## src/rtl/hazard_fwd_if.sv

```systemverilog
// hazard_fwd_if: ID-stage hazard query and forwarding select bundle.
// master = pipeline control driving ID fields, slave = hazard_fwd_unit.
interface hazard_fwd_if #(
  parameter int RA_W  = 5,
  parameter int CNT_W = 16
);
  logic            id_valid;
  logic [RA_W-1:0] id_rs;
  logic [RA_W-1:0] id_rt;
  logic            id_rs_used;
  logic            id_rt_used;
  logic [RA_W-1:0] id_rd;
  logic            id_regwrite;
  logic            id_memread;
  logic            flush;
  logic            stall;
  logic [1:0]      fwd_a_sel;
  logic [1:0]      fwd_b_sel;
  logic [CNT_W-1:0] stall_cnt;

  modport master (
    output id_valid, id_rs, id_rt,
    output id_rs_used, id_rt_used,
    output id_rd, id_regwrite, id_memread,
    output flush,
    input  stall, fwd_a_sel, fwd_b_sel,
    input  stall_cnt
  );

  modport slave (
    input  id_valid, id_rs, id_rt,
    input  id_rs_used, id_rt_used,
    input  id_rd, id_regwrite, id_memread,
    input  flush,
    output stall, fwd_a_sel, fwd_b_sel,
    output stall_cnt
  );
endinterface

```

## src/rtl/hazard_fwd_unit.sv

```systemverilog
// hazard_fwd_unit: RAW hazard stall and EX operand forwarding selects.
// HFU_FORWARD_EN defined: forwarding; undefined: full interlock.
module hazard_fwd_unit #(
  parameter int RA_W  = 5,
  parameter int CNT_W = 16
) (
  input logic         clk,
  input logic         rst_n,
  hazard_fwd_if.slave hif
);

  // The MEM slot seen at ID time is the WB stage once the consumer
  // reaches EX, so EX and MEM tags cover every forwarding source.
  logic            ex_vld_q;
  logic            ex_rw_q;
  logic [RA_W-1:0] ex_rd_q;
  logic            mem_vld_q;
  logic            mem_rw_q;
  logic [RA_W-1:0] mem_rd_q;
  logic [CNT_W-1:0] cnt_q;

  logic ex_a, ex_b;
  logic mem_a, mem_b;
  logic live;
  logic stall_w;
  logic bubble;

  function automatic logic writes(
    input logic            v,
    input logic            rw,
    input logic [RA_W-1:0] rd,
    input logic [RA_W-1:0] r
  );
    return v & rw & (rd == r) & (r != '0);
  endfunction

  assign ex_a  = hif.id_rs_used &
                 writes(ex_vld_q, ex_rw_q, ex_rd_q, hif.id_rs);
  assign ex_b  = hif.id_rt_used &
                 writes(ex_vld_q, ex_rw_q, ex_rd_q, hif.id_rt);
  assign mem_a = hif.id_rs_used &
                 writes(mem_vld_q, mem_rw_q, mem_rd_q, hif.id_rs);
  assign mem_b = hif.id_rt_used &
                 writes(mem_vld_q, mem_rw_q, mem_rd_q, hif.id_rt);

  assign live   = hif.id_valid & ~hif.flush;
  assign bubble = stall_w | ~live;

`ifdef HFU_FORWARD_EN
  logic       ex_ld_q;
  logic [1:0] sel_a_q, sel_a_d;
  logic [1:0] sel_b_q, sel_b_d;

  // Only a load in EX cannot be forwarded in time.
  assign stall_w = live & ex_ld_q & (ex_a | ex_b);

  // Newer producer (EX) wins over MEM; bubbles read the register file.
  always_comb begin
    sel_a_d = 2'b00;
    sel_b_d = 2'b00;
    if (!bubble) begin
      if (ex_a)       sel_a_d = 2'b01;
      else if (mem_a) sel_a_d = 2'b10;
      if (ex_b)       sel_b_d = 2'b01;
      else if (mem_b) sel_b_d = 2'b10;
    end
  end

  // Load flag and selects follow the instruction into EX.
  always_ff @(posedge clk or negedge rst_n) begin
    if (!rst_n) begin
      ex_ld_q <= 1'b0;
      sel_a_q <= 2'b00;
      sel_b_q <= 2'b00;
    end else begin
      ex_ld_q <= ~bubble & hif.id_memread;
      sel_a_q <= sel_a_d;
      sel_b_q <= sel_b_d;
    end
  end

  assign hif.fwd_a_sel = sel_a_q;
  assign hif.fwd_b_sel = sel_b_q;
`else
  // No bypass paths: wait until the producer has left MEM.
  assign stall_w = live & (ex_a | ex_b | mem_a | mem_b);

  assign hif.fwd_a_sel = 2'b00;
  assign hif.fwd_b_sel = 2'b00;
`endif

  // Tag pipeline shifts every cycle; ID loads a bubble when held.
  always_ff @(posedge clk or negedge rst_n) begin
    if (!rst_n) begin
      ex_vld_q  <= 1'b0;
      ex_rw_q   <= 1'b0;
      ex_rd_q   <= '0;
      mem_vld_q <= 1'b0;
      mem_rw_q  <= 1'b0;
      mem_rd_q  <= '0;
    end else begin
      mem_vld_q <= ex_vld_q;
      mem_rw_q  <= ex_rw_q;
      mem_rd_q  <= ex_rd_q;
      ex_vld_q  <= ~bubble;
      ex_rw_q   <= ~bubble & hif.id_regwrite;
      ex_rd_q   <= bubble ? '0 : hif.id_rd;
    end
  end

  // Saturating count of stalled cycles.
  always_ff @(posedge clk or negedge rst_n) begin
    if (!rst_n) begin
      cnt_q <= '0;
    end else if (stall_w && (cnt_q != '1)) begin
      cnt_q <= cnt_q + 1'b1;
    end
  end

  assign hif.stall     = stall_w;
  assign hif.stall_cnt = cnt_q;

endmodule

```

## src/flat_wrapper.sv

```systemverilog
// flat-port wrapper written by rule: the top's interface ports become plain ports
module hazard_fwd_unit_flat 
#(
  parameter int RA_W  = 5,
  parameter int CNT_W = 16
)
  (clk, rst_n, hif_id_valid, hif_id_rs, hif_id_rt, hif_id_rs_used, hif_id_rt_used, hif_id_rd, hif_id_regwrite, hif_id_memread, hif_flush, hif_stall, hif_fwd_a_sel, hif_fwd_b_sel, hif_stall_cnt);
  hazard_fwd_if #(.RA_W(RA_W), .CNT_W(CNT_W)) hif_i ();
  input logic clk;
  input logic rst_n;
  input wire logic [$bits(hif_i.id_valid)-1:0] hif_id_valid;
  input wire logic [$bits(hif_i.id_rs)-1:0] hif_id_rs;
  input wire logic [$bits(hif_i.id_rt)-1:0] hif_id_rt;
  input wire logic [$bits(hif_i.id_rs_used)-1:0] hif_id_rs_used;
  input wire logic [$bits(hif_i.id_rt_used)-1:0] hif_id_rt_used;
  input wire logic [$bits(hif_i.id_rd)-1:0] hif_id_rd;
  input wire logic [$bits(hif_i.id_regwrite)-1:0] hif_id_regwrite;
  input wire logic [$bits(hif_i.id_memread)-1:0] hif_id_memread;
  input wire logic [$bits(hif_i.flush)-1:0] hif_flush;
  output wire logic [$bits(hif_i.stall)-1:0] hif_stall;
  output wire logic [$bits(hif_i.fwd_a_sel)-1:0] hif_fwd_a_sel;
  output wire logic [$bits(hif_i.fwd_b_sel)-1:0] hif_fwd_b_sel;
  output wire logic [$bits(hif_i.stall_cnt)-1:0] hif_stall_cnt;
  assign hif_i.id_valid = hif_id_valid;
  assign hif_i.id_rs = hif_id_rs;
  assign hif_i.id_rt = hif_id_rt;
  assign hif_i.id_rs_used = hif_id_rs_used;
  assign hif_i.id_rt_used = hif_id_rt_used;
  assign hif_i.id_rd = hif_id_rd;
  assign hif_i.id_regwrite = hif_id_regwrite;
  assign hif_i.id_memread = hif_id_memread;
  assign hif_i.flush = hif_flush;
  assign hif_stall = hif_i.stall;
  assign hif_fwd_a_sel = hif_i.fwd_a_sel;
  assign hif_fwd_b_sel = hif_i.fwd_b_sel;
  assign hif_stall_cnt = hif_i.stall_cnt;
  hazard_fwd_unit #(.RA_W(RA_W), .CNT_W(CNT_W)) u_core (.clk(clk), .rst_n(rst_n), .hif(hif_i));
endmodule
```

## config.mk

```make
export PLATFORM = sky130hd
export DESIGN_NAME = hazard_fwd_unit_flat
export DESIGN_NICKNAME = d
export VERILOG_FILES = /design/src/rtl/hazard_fwd_if.sv /design/src/rtl/hazard_fwd_unit.sv /design/src/flat_wrapper.sv
export SDC_FILE = /design/constraint.sdc
export NUM_CORES = 1
export LEC_CHECK = 0
export CAP_MARGIN = 5
export CORE_MARGIN = 2
export CORE_UTILIZATION = 30
export DETAILED_ROUTE_END_ITERATION = 16
export PLACE_DENSITY_LB_ADDON = 0.1
export RECOVER_POWER = 50
export SLEW_MARGIN = 20
export SYNTH_ARGS = -nofsm -noshare
export SYNTH_HDL_FRONTEND = slang
export SYNTH_SLANG_ARGS = --single-unit
```

## constraint.sdc

```tcl
create_clock -name clk -period 5.9 [get_ports clk]
set_input_delay 1.18 -clock clk [delete_from_list [all_inputs] [get_ports clk]]
set_output_delay 1.18 -clock clk [all_outputs]
set_load 0.1 [all_outputs]
```

======== Word-level counts from Yosys, hierarchy flattened ========
Index checks and enable logic that the tools add are counted.
word-level totals
  register bits after elaboration ......... 30
  bits in latches ......................... 0
  memory bits (writable) .................. 0
  memory bits (read-only) ................. 0
  output and inout port bits .............. 21
  word-level logic and storage cells ...... 41
  memories ................................ 0
cells by class
  $add $sub $neg .......................... 1
  multiply operators ...................... 0
  div/mod/pow operators ................... 0
  $lt $le $gt $ge ......................... 0
  equality and inequality tests ........... 5
  shift-type cells ........................ 0
  muxes and demuxes ....................... 1
  bitwise gates (word level) .............. 24
  reduce and logical (&&, ||, !) cells .... 3
operators by type and width
  cell                   count
  $eq 5x5->1             4
  $and 1x1->1            17
  $add 16x1->16 const B  1
  $ne 16x16->1 const B   1
  $reduce_bool 5->1      2
  $mux 5                 1
  $or 1x1->1             4
  $not 1->1              3
  $logic_and 1x1->1      1

======== Logic depth before layout (Yosys ltp) ========
Gate-level depths: netlist of run 1.
  word-level depth ........................ 11
  mapped depth ............................ 8
  depth with buffers taken out ............ 7

======== Least setup slack after synthesis of run 1 ========
OpenSTA, ideal clock, no wires.
  path kind ............................... input port to output port
  start ................................... input hif_id_rt[4]
  end ..................................... output hif_stall
  arrival ................................. 3.261 ns
  setup slack ............................. 1.459 ns
  stages on the path ...................... 5
  cell sequence ........................... xor2_1 -> nor4_1 -> a22oi_1 -> o22ai_1 -> nor2b_1
on the way
  cells in the longest elaborated chain, start to end .. 8
  elaborated cells between the ends (all ways) .. 13
  those cells by class .................... eq/ne: 2; bitwise: 10; reduce/logical: 1
RTL lines
  element                   RTL line               text
  from (decl)               flat_wrapper.sv:13     input wire logic [$bits(hif_i.id_rt)-1:0] hif_id_rt;
  $eq 5x5->1                hazard_fwd_unit.sv:34  return v & rw & (rd == r) & (r != '0);
  $and 1x1->1 (2 in a row)  hazard_fwd_unit.sv:34
  $and 1x1->1               hazard_fwd_unit.sv:39  assign ex_b = hif.id_rt_used &
  $or 1x1->1 (2 in a row)   hazard_fwd_unit.sv:86  assign stall_w = live & (ex_a | ex_b | mem_a | mem_b);
  $or 1x1->1 *              hazard_fwd_unit.sv:86
  $and 1x1->1 *             hazard_fwd_unit.sv:86
  to (decl)                 flat_wrapper.sv:20     output wire logic [$bits(hif_i.stall)-1:0] hif_stall;
Mark *: on every way between the ends. The rest lies on a longest branch, timed or not.

======== Final worst setup path of run 1 ========
Ends and elaborated chain as after synthesis.

==> results.py, run 1 <==
metrics = {
    "run_status": {
        "status": "finished, violations left",
        "violations": "capacitance limit, slew limit",
    },
    "synth": {
        "ys_types": 30,
        "yosys-top-cells-area": "dfrtp_1, xor2_1, nor2_1",
        "ys_seq_area_frac": 0.492,
        "yosys_warnings": 0,
        "yosys.area.top_type": "dfrtp_1",
        "async_reset_ff_frac": 1.00,
        "synth_seq_cells": 30,
        "syn_area_sq_mm": 0.00153,
        "synth_edf_count": 0,
        "synthFlopType": "dfrtp_1",
        "synth_cells": 137,
        "syn_avg_cell_area_sq_um": 11.1,
        "netlist.area_leader.share": 0.492,
    },
    "clocking": {
        "h-tree-depth": 2,
        "cts_hold_buf": 0,
        "postCtsSetupRepairBufs": 0,
        "root_buffer": "clkbuf_8",
        "cts_resized": 0,
        "clk_pin_slew_ns": 0.07,
        "cts_sinks": 30,
        "cts_buffers": 5,
        "cts_tree": "yes",
        "clock_latency_ns": 0.27,
        "ctsLongestPathBuffers": 2,
    },
    "die": {
        "die_y_microns": 75.3,
        "die_area_sq_mm": 0.00567,
        "die_w_microns": 75.3,
        "rows": 25,
        "coreArea_sq_mm": 0.00482,
        "initial_core_util": 0.317,
        "top_level_ports": 44,
    },
    "layout": {
        "finalCoreUtilization": 0.425,
        "final_cells": 247,
        "num_antenna_cells": 0,
        "syn_to_final_growth_pct": 34.3,
        "num-fill-cells": 480,
        "fin_nets": 203,
        "drive_gt1_frac": 0.0833,
    },
    "global_routing": {
        "grt_max_degree": 31,
        "grt-ovfl-total": 0,
        "antenna_found_initial": 0,
        "grt_pass1_wl_microns": 5170,
        "grt_usage": 0.125,
        "grt_pass1_vias": 1123,
    },
    "pwr": {
        "ir_worst_vdd_mv": 0.0769,
        "power_switching_mw": 0.116,
        "p_int_mw": 0.357,
        "p_sw_frac": 0.245,
        "share_comb_of_total_power": 0.124,
        "power_leakage_nw": 0.963,
        "pwr-share-seq": 0.456,
        "pwr-share-clk": 0.420,
        "powerDensity_mw_per_mm2": 231,
    },
    "worst_setup_path": {
        "crit_chain": "clkdlybuf4s50_1 > xor2_1 > nor4_1 > a22oi_1 > o22ai_1 > nor2b_1 > buf_4",
        "endpoint": "hif_stall",
        "cp-start-kind": "input pin",
        "arrival_ns": 3.03,
        "r2r-start": "u_core.hif.stall_cnt[0]$_DFFE_PN0P_",
        "cp-startpoint": "hif_id_rt[4]",
        "reg2regPathDepth": 6,
        "crit_slowest_cell": "clkdlybuf4s50_1",
        "rrSetupSlack_ns": 3.58,
        "endpoint_kind": "output port",
        "required_ns": 4.72,
        "worstReg2RegEnd": "u_core.hif.stall_cnt[1]$_DFFE_PN0P_",
        "cp_max_fo": 3,
        "worstSetupPathType": "in -> out",
        "cpPeakStageDelay_ns": 0.47,
    },
    "placed_design": {
        "dp_hpwl_microns": 2460,
        "gp_congestion": 0.835,
        "io_buffers": 38,
        "place_inst": 239,
    },
    "route": {
        "viasPerCell": 4.43,
        "drt_iter0_markers": 64,
        "ant_nets": 0,
        "drt-pass1-iter-count": 4,
        "route.final.wire_length_microns": 3240,
        "remaining_drc_errors": 0,
        "vias": 1094,
        "routedWlPerCell_microns": 13.1,
    },
    "timing": {
        "fin_crit_ns": 4.21,
        "worst_pin_slew_ns": 1.59,
        "setup-violations-final": 0,
        "hold_viol_final": 0,
        "slew_headroom": -0.0605,
        "rsz0062_at_grt": "no",
        "fmax_ghz": 0.238,
        "finClkSkew_ns": 0.00412,
        "slew_viol_final": 31,
        "fin_crit_sh": 0.713,
        "tns_ns": 0,
        "holdWs_ns": 0.371,
    },
    "min_path": {
        "min_from": "u_core.ex_vld_q$_DFF_PN0_",
        "worstHoldPathType": "reg -> reg",
    },
    "job": {
        "maxCapViolations": 1,
    },
}
flip-flops by register name, indices dropped and copies added, names as in the netlist:
signal	flops
u_core.ex_rd_q	5
u_core.mem_rd_q	5
u_core.mem_rw_q	1
u_core.mem_vld_q	1
u_core.hif.stall_cnt	16
u_core.ex_vld_q	1
u_core.ex_rw_q	1
cells by family after synthesis:
family,synth area share
AO/OA/AOI/OAI,0.0320
AND/OR/NAND/NOR,0.214
multiplexers,0.00984
flip-flops,0.492
adder cells (fa/ha/maj),0.00820
other,0.00246
buffers and inverters,0.0402
XOR/XNOR,0.201
worst min-delay path by stage:
stage,end,cells after the start
floorplan,u_core.mem_rw_q$_DFF_PN0_,0
detailed placement,u_core.mem_rw_q$_DFF_PN0_,0
global route,u_core.mem_rw_q$_DFF_PN0_,0
finish,u_core.mem_vld_q$_DFF_PN0_,0
CTS,u_core.mem_rw_q$_DFF_PN0_,0
global placement,u_core.mem_vld_q$_DFF_PN0_,0
power groups by stage:
stage               sequential, mW  combinational, mW  clock (mW)
detailed placement           0.219             0.0597           0
CTS                          0.216             0.0599       0.205
finish                       0.215             0.0585       0.199
global placement             0.219             0.0591           0
floorplan                    0.227             0.0263           0
global route                 0.216             0.0629       0.218
metal layers:
metal | share of wire | track usage
met1 | 0.46 | 0.171
met2 | 0.47 | 0.185
met3 | 0.060 | 0.0410
met4 | 0.0068 | 0.0468
met5 | 0 | 0
placed cells by master, fill, tap and decap left out, drive strengths merged:
| master | count |
|---|---|
| nor3b | 1 |
| xnor2 | 4 |
| o21ai | 2 |
| dfrtp | 30 |
| nor2b | 2 |
| and3 | 3 |
| nor4 | 7 |
| nor2 | 11 |
| clkbuf | 6 |
| bufinv | 1 |
| nor3 | 3 |
| inv | 2 |
| dlygate4sd3 | 1 |
| clkdlybuf4s50 | 36 |
| or4 | 2 |
| o22ai | 1 |
| mux2 | 1 |
| o22a | 1 |
| buf | 1 |
| nand2b | 3 |
| and2 | 6 |
| nand4 | 4 |
| a22oi | 2 |
| conb | 4 |
| nand2 | 4 |
| clkinv | 2 |
| ha | 1 |
| xor2 | 31 |
| or3 | 2 |
| nand3 | 6 |
final cells by class:
| cell class | count | area (sq um) | share of cell area |
|---|---|---|---|
| Clock inverter | 3 | 40.0 | 0.0195 |
| Multi-Input combinational cell | 101 | 716 | 0.349 |
| Inverter | 2 | 7.51 | 0.00367 |
| Sequential cell | 30 | 751 | 0.367 |
| Clock buffer | 5 | 68.8 | 0.0336 |
| Timing Repair Buffer | 39 | 382 | 0.186 |
| Tap cell | 67 | 83.8 | 0.0409 |
worst max-delay path: cells and delay by family:
family / cells / cell delay, ns
AO/OA/AOI/OAI: 2 / 0.38
buffers and inverters: 2 / 0.77
AND/OR/NAND/NOR: 2 / 0.51
XOR/XNOR: 1 / 0.18
synthesized netlist by cell type (2+ instances only):
cell type,number
or3_1,2
nand2b_1,3
a22oi_1,2
nor2_1,11
nor3_2,2
and2_1,6
nand2_1,4
dfrtp_1,30
nor2b_1,2
nor4_2,2
xor2_1,31
inv_1,2
buf_4,4
nand3_1,6
and3_1,3
o21ai_1,2
nand4_1,4
nor4_1,5
or4_1,2
xnor2_1,4
metrics by stage:
| stage | cell area [sq um] | power [mW] | setup slack [ns] |
|---|---|---|---|
| detailed placement | 1950 | 0.279 | 1.67 |
| global placement | 1950 | 0.278 | 1.71 |
| global route | 2050 | 0.497 | 1.52 |
| CTS | 2060 | 0.481 | 1.66 |
| finish | 2050 | 0.473 | 1.69 |
| floorplan | 1540 | 0.254 | 1.46 |
(Power assumes the default switching activity.)
==> run 2: changes to the inputs <==
Clock period 5.9 ns to 3.79 ns, I/O delays scaled along.
==> results.py, run 2 (same netlist as run 1, synthesis figures left out) <==
metrics = {
    "timing": {
        "finClkSkew_ns": 0.00390,
        "hold_viol_final": 0,
        "tns_ns": 0,
        "worst_pin_slew_ns": 1.57,
        "fin_crit_ns": 3.36,
        "slew_headroom": -0.0437,
        "fin_crit_sh": 0.887,
        "fmax_ghz": 0.297,
        "setup-violations-final": 0,
        "rsz0062_at_grt": "no",
        "fin_ws_ns": 0.428,
        "slew_viol_final": 31,
    },
    "layout": {
        "syn_to_final_growth_pct": 35.7,
        "layout_common_cells": "clkdlybuf4s50_1, xor2_1, dfrtp_1",
        "fin_nets": 203,
        "num_antenna_cells": 0,
        "largest_register_ffs": 16,
        "drive_gt1_frac": 0.0889,
        "layout_commonest_cell": "clkdlybuf4s50_1",
    },
    "global_routing": {
        "grt_pass1_vias": 1117,
        "grt_usage": 0.125,
        "grt_pass1_wl_microns": 5150,
        "grt_max_degree": 31,
        "antenna_found_initial": 0,
        "grt-ovfl-total": 0,
    },
    "route": {
        "drt_iter0_markers": 50,
        "route.final.wire_length_microns": 3330,
        "routedWlPerCell_microns": 13.5,
        "viasPerCell": 4.57,
        "drt-pass1-iter-count": 4,
        "vias": 1128,
        "ant_nets": 0,
        "remaining_drc_errors": 0,
    },
    "clocking": {
        "cts_tree": "yes",
        "cts_buffers": 5,
        "cts_hold_buf": 0,
        "cts_resized": 0,
        "postCtsSetupRepairBufs": 0,
        "h-tree-depth": 2,
        "clock_latency_ns": 0.28,
        "root_buffer": "clkbuf_8",
        "clk_pin_slew_ns": 0.07,
        "cts_sinks": 30,
        "ctsLongestPathBuffers": 2,
    },
    "pwr": {
        "pwr-share-seq": 0.453,
        "power_leakage_nw": 0.967,
        "p_sw_frac": 0.250,
        "p_int_mw": 0.556,
        "ir_worst_vdd_mv": 0.136,
        "power_switching_mw": 0.185,
        "p_total_mw": 0.740,
        "pwr-share-clk": 0.424,
        "share_comb_of_total_power": 0.123,
        "powerDensity_mw_per_mm2": 358,
    },
    "die": {
        "die_y_microns": 75.3,
        "rows": 25,
        "top_level_ports": 44,
        "coreArea_sq_mm": 0.00482,
        "initial_core_util": 0.317,
        "die_w_microns": 75.3,
        "die_area_sq_mm": 0.00567,
    },
    "min_path": {
        "worstHoldPathType": "reg -> reg",
    },
    "worst_setup_path": {
        "required_ns": 3.03,
        "cp-start-kind": "input pin",
        "arrival_ns": 2.60,
        "worstSetupPathType": "in -> out",
        "endpoint_kind": "output port",
        "cp_max_fo": 3,
    },
    "placed_design": {
        "place_ws_ns": 0.402,
        "io_buffers": 38,
        "gp_congestion": 0.826,
        "dp_hpwl_microns": 2520,
    },
    "job": {
        "maxCapViolations": 1,
    },
    "run_status": {
        "violations": "capacitance limit, slew limit",
        "status": "finished, violations left",
    },
}
-- run 2: changes by cell type in the layout (fill, tap and decap cells not counted), sizes merged --
cell and change:
clkdlybuf4s50 -1, dlygate4sd3 +1
-- run 2: stage by stage --
step / hold WS (ns) / instance area [sq um] / util / std cells
floorplan: 0.354 / 1540 / - / 140
global placement: 0.355 / 1960 / 0.408 / 239
detailed placement: 0.364 / 1960 / 0.408 / 239
CTS: 0.379 / 2070 / 0.430 / 247
global route: 0.408 / 2070 / 0.430 / 247
finish: 0.374 / 2070 / 0.430 / 247
-- run 2: power by group through the flow --
stage,Clock [mW],Combinational [mW],Sequential (mW)
2_1_floorplan,0,0.0410,0.354
3_3_place_gp,0,0.0921,0.341
3_5_place_dp,0,0.0930,0.341
4_1_cts,0.321,0.0935,0.335
5_1_grt,0.344,0.0973,0.337
6_report,0.314,0.0913,0.336
-- run 2: final timing paths --
| kind | slack [ns] | start | depth (start not counted) | endpoint |
|---|---|---|---|---|
| max in group asynchronous | 1.47 | rst_n | 2 | u_core.ex_rd_q[2]$_DFF_PN0_ |
| hold reg to reg | 0.37 | u_core.ex_vld_q$_DFF_PN0_ | 0 | u_core.mem_vld_q$_DFF_PN0_ |
| hold / removal | 0.37 | u_core.ex_vld_q$_DFF_PN0_ | 0 | u_core.mem_vld_q$_DFF_PN0_ |
| setup / recovery | 0.43 | hif_id_rt[4] | 7 | hif_stall |
| min in group asynchronous | 1.41 | rst_n | 2 | u_core.mem_rd_q[4]$_DFF_PN0_ |
| setup reg to reg | 1.75 | u_core.hif.stall_cnt[0]$_DFFE_PN0P_ | 7 | u_core.hif.stall_cnt[13]$_DFFE_PN0P_ |
-- run 2: area by class of cell --
cell class	count	area, sq um
Fill cell	487	2750
Tap cell	67	83.8
Inverter	2	7.51
Sequential cell	30	751
Timing Repair Buffer	39	394
Clock buffer	5	68.8
Multi-Input combinational cell	101	724
Clock inverter	3	40.0
-- run 2: layer usage --
metal	wire, microns	up-vias	GRT usage	share of wire
li1	-	535	-	-
met1	1540	557	0.159	0.46
met2	1540	32	0.187	0.46
met3	216	4	0.0463	0.065
met4	29	0	0.0643	0.0087
met5	0	-	0	0
-- run 2: worst max-delay path: stages --
cell and delay, ns:
clkdlybuf4s50_1 0.47, xor2_1 0.18, nor4_1 0.33, a22oi_1 0.17, o22ai_1 0.23, nor2b_1 0.25
buf_12 0.21
==> run 3: changes to the inputs <==
Settings changed: ABC_AREA set to 1.
==> results.py, run 3 <==
metrics = {
    "run_status": {
        "status": "finished, violations left",
        "violations": "capacitance limit, slew limit",
    },
    "route": {
        "route.final.wire_length_microns": 4560,
        "drt-pass1-iter-count": 4,
        "ant_nets": 0,
        "remaining_drc_errors": 0,
        "routedWlPerCell_microns": 11.7,
        "drt_iter0_markers": 49,
        "viasPerCell": 4.41,
        "vias": 1714,
    },
    "synth": {
        "ys_seq_area_frac": 0.398,
        "synthMuxAreaShare": 0,
        "ys_types": 24,
        "synth_xor_area_frac": 0.0604,
        "synth_cells": 270,
        "async_reset_ff_frac": 1.00,
        "synth_most_common_cell": "nand2_1",
        "synth_edf_count": 0,
        "syn_area_sq_mm": 0.00188,
        "syn_avg_cell_area_sq_um": 6.98,
        "synth_seq_cells": 30,
        "yosys.area_share.simple": 0.408,
        "synth_commonest_cells": "nand2_1, inv_1, dfrtp_1",
        "synth-compound-area-share": 0.0133,
        "synth_fa_ha_area_frac": 0.00664,
        "netlist.area_leader.share": 0.398,
        "yosys_warnings": 0,
        "synthFlopType": "dfrtp_1",
        "yosys-top-cells-area": "dfrtp_1, nand2_1, inv_1",
        "yosys.area.top_type": "dfrtp_1",
        "synth_top_family_by_area": "simple AND/OR/NAND/NOR gates",
    },
    "clocking": {
        "cts_sinks": 30,
        "clk_pin_slew_ns": 0.07,
        "cts_resized": 0,
        "ctsLongestPathBuffers": 2,
        "postCtsSetupRepairBufs": 0,
        "clock_latency_ns": 0.28,
        "h-tree-depth": 2,
        "root_buffer": "clkbuf_8",
        "cts_hold_buf": 0,
        "cts_buffers": 5,
        "cts_tree": "yes",
    },
    "die": {
        "coreArea_sq_mm": 0.00599,
        "die_w_microns": 83.3,
        "die_area_sq_mm": 0.00693,
        "initial_core_util": 0.315,
        "top_level_ports": 44,
        "rows": 28,
        "die_y_microns": 83.3,
    },
    "timing": {
        "slew_viol_final": 31,
        "setup-violations-final": 0,
        "fin_crit_sh": 0.837,
        "worst_pin_slew_ns": 1.63,
        "fin_crit_ns": 3.17,
        "finClkSkew_ns": 0.00598,
        "tns_ns": 0,
        "slew_headroom": -0.0848,
        "fmax_ghz": 0.315,
        "rsz0062_at_grt": "no",
        "hold_viol_final": 0,
    },
    "layout": {
        "layout_commonest_cell": "nand2_1",
        "finalCoreUtilization": 0.407,
        "num_antenna_cells": 0,
        "syn_to_final_growth_pct": 29.5,
        "largest_register_ffs": 16,
        "drive_gt1_frac": 0.0669,
        "num-fill-cells": 628,
        "final_cells": 389,
        "fin_nets": 337,
        "layout_common_cells": "nand2_1, inv_1, clkdlybuf4s50_1",
    },
    "min_path": {
        "worstHoldPathType": "reg -> reg",
    },
    "worst_setup_path": {
        "endpoint_kind": "output port",
        "required_ns": 3.03,
        "cpPeakStageDelay_ns": 0.57,
        "cp_max_fo": 4,
        "worstSetupPathType": "in -> out",
        "path_common_cell": "nand2_1",
        "cp-start-kind": "input pin",
        "crit_slowest_cell": "dlygate4sd3_1",
        "arrival_ns": 2.42,
        "crit_chain": "dlygate4sd3_1 > inv_1 > nand2_1 > nand2_1 > nor2_1 > nand3_1 > nand2_1 > nand2_1 > nand2_4 > inv_1 > nor3_2 > buf_12",
    },
    "global_routing": {
        "grt_pass1_vias": 1644,
        "antenna_found_initial": 0,
        "grt_pass1_wl_microns": 7680,
        "grt-ovfl-total": 0,
        "grt_usage": 0.136,
        "grt_max_degree": 31,
    },
    "pwr": {
        "ir_worst_vdd_mv": 0.129,
        "powerDensity_mw_per_mm2": 282,
        "power_leakage_nw": 1.26,
        "p_total_mw": 0.689,
    },
    "placed_design": {
        "dp_hpwl_microns": 3290,
        "place_inst": 381,
        "io_buffers": 38,
        "gp_congestion": 0.822,
    },
    "job": {
        "maxCapViolations": 1,
    },
}
## run 3: final timing paths
| check | endpoint | from | slack, ns | depth (start not counted) |
|---|---|---|---|---|
| max reg2reg | u_core.hif.stall_cnt[5]$_DFFE_PN0P_ | u_core.hif.stall_cnt[0]$_DFFE_PN0P_ | 1.96 | 8 |
| min reg2reg | u_core.mem_vld_q$_DFF_PN0_ | u_core.ex_vld_q$_DFF_PN0_ | 0.37 | 0 |
| min | u_core.mem_vld_q$_DFF_PN0_ | u_core.ex_vld_q$_DFF_PN0_ | 0.37 | 0 |
| min in group asynchronous | u_core.hif.stall_cnt[3]$_DFFE_PN0P_ | rst_n | 1.42 | 2 |
| max | hif_stall | hif_id_rs[3] | 0.62 | 12 |
| max in group asynchronous | u_core.mem_rd_q[3]$_DFF_PN0_ | rst_n | 1.42 | 2 |
## run 3: critical path: cells and delay by family
kind | cells | cell delay, ns
buffers and inverters | 4 | 0.92
and+or+nand+nor | 8 | 0.74
## run 3: report_power, final
group | switching [mW] | leakage (nW) | internal, mW
clock network | 0.121 | 0.0482 | 0.146
logic | 0.0580 | 0.804 | 0.0320
registers | 0.00519 | 0.411 | 0.327
## run 3: area by class of cell
class,instances,area (sq um),share of cell area
tap,75,93.8,0.0385
clock buffer,7,86.3,0.0354
timing repair buffer,41,409,0.168
clock inverter,1,5.00,0.00205
inverter,41,154,0.0631
sequential,30,751,0.308
multi-input combinational,194,941,0.386
## run 3: metrics by stage
step | worst slack, ns | area (sq um) | hold slack, ns
final | 0.616 | 2440 | 0.373
after global routing | 0.459 | 2440 | 0.399
after CTS | 0.675 | 2440 | 0.380
after detailed placement | 0.684 | 2350 | 0.358
after global placement | 0.661 | 2350 | 0.357
after floorplan | 0.504 | 1900 | 0.354
## run 3: per-layer routing
metal	part of all wire	track usage	up-vias
met2	0.46	0.224	37
met1	0.47	0.172	757
met4	0.016	0.0477	0
met5	0	0	-
li1	-	-	912
met3	0.052	0.0368	8
## run 3: kinds of logic after synthesis
group	after synthesis
simple gates	171
other cells	1
fa+ha+maj	1
compound gates	5
xor+xnor	13
buf+inv	49
flops	30
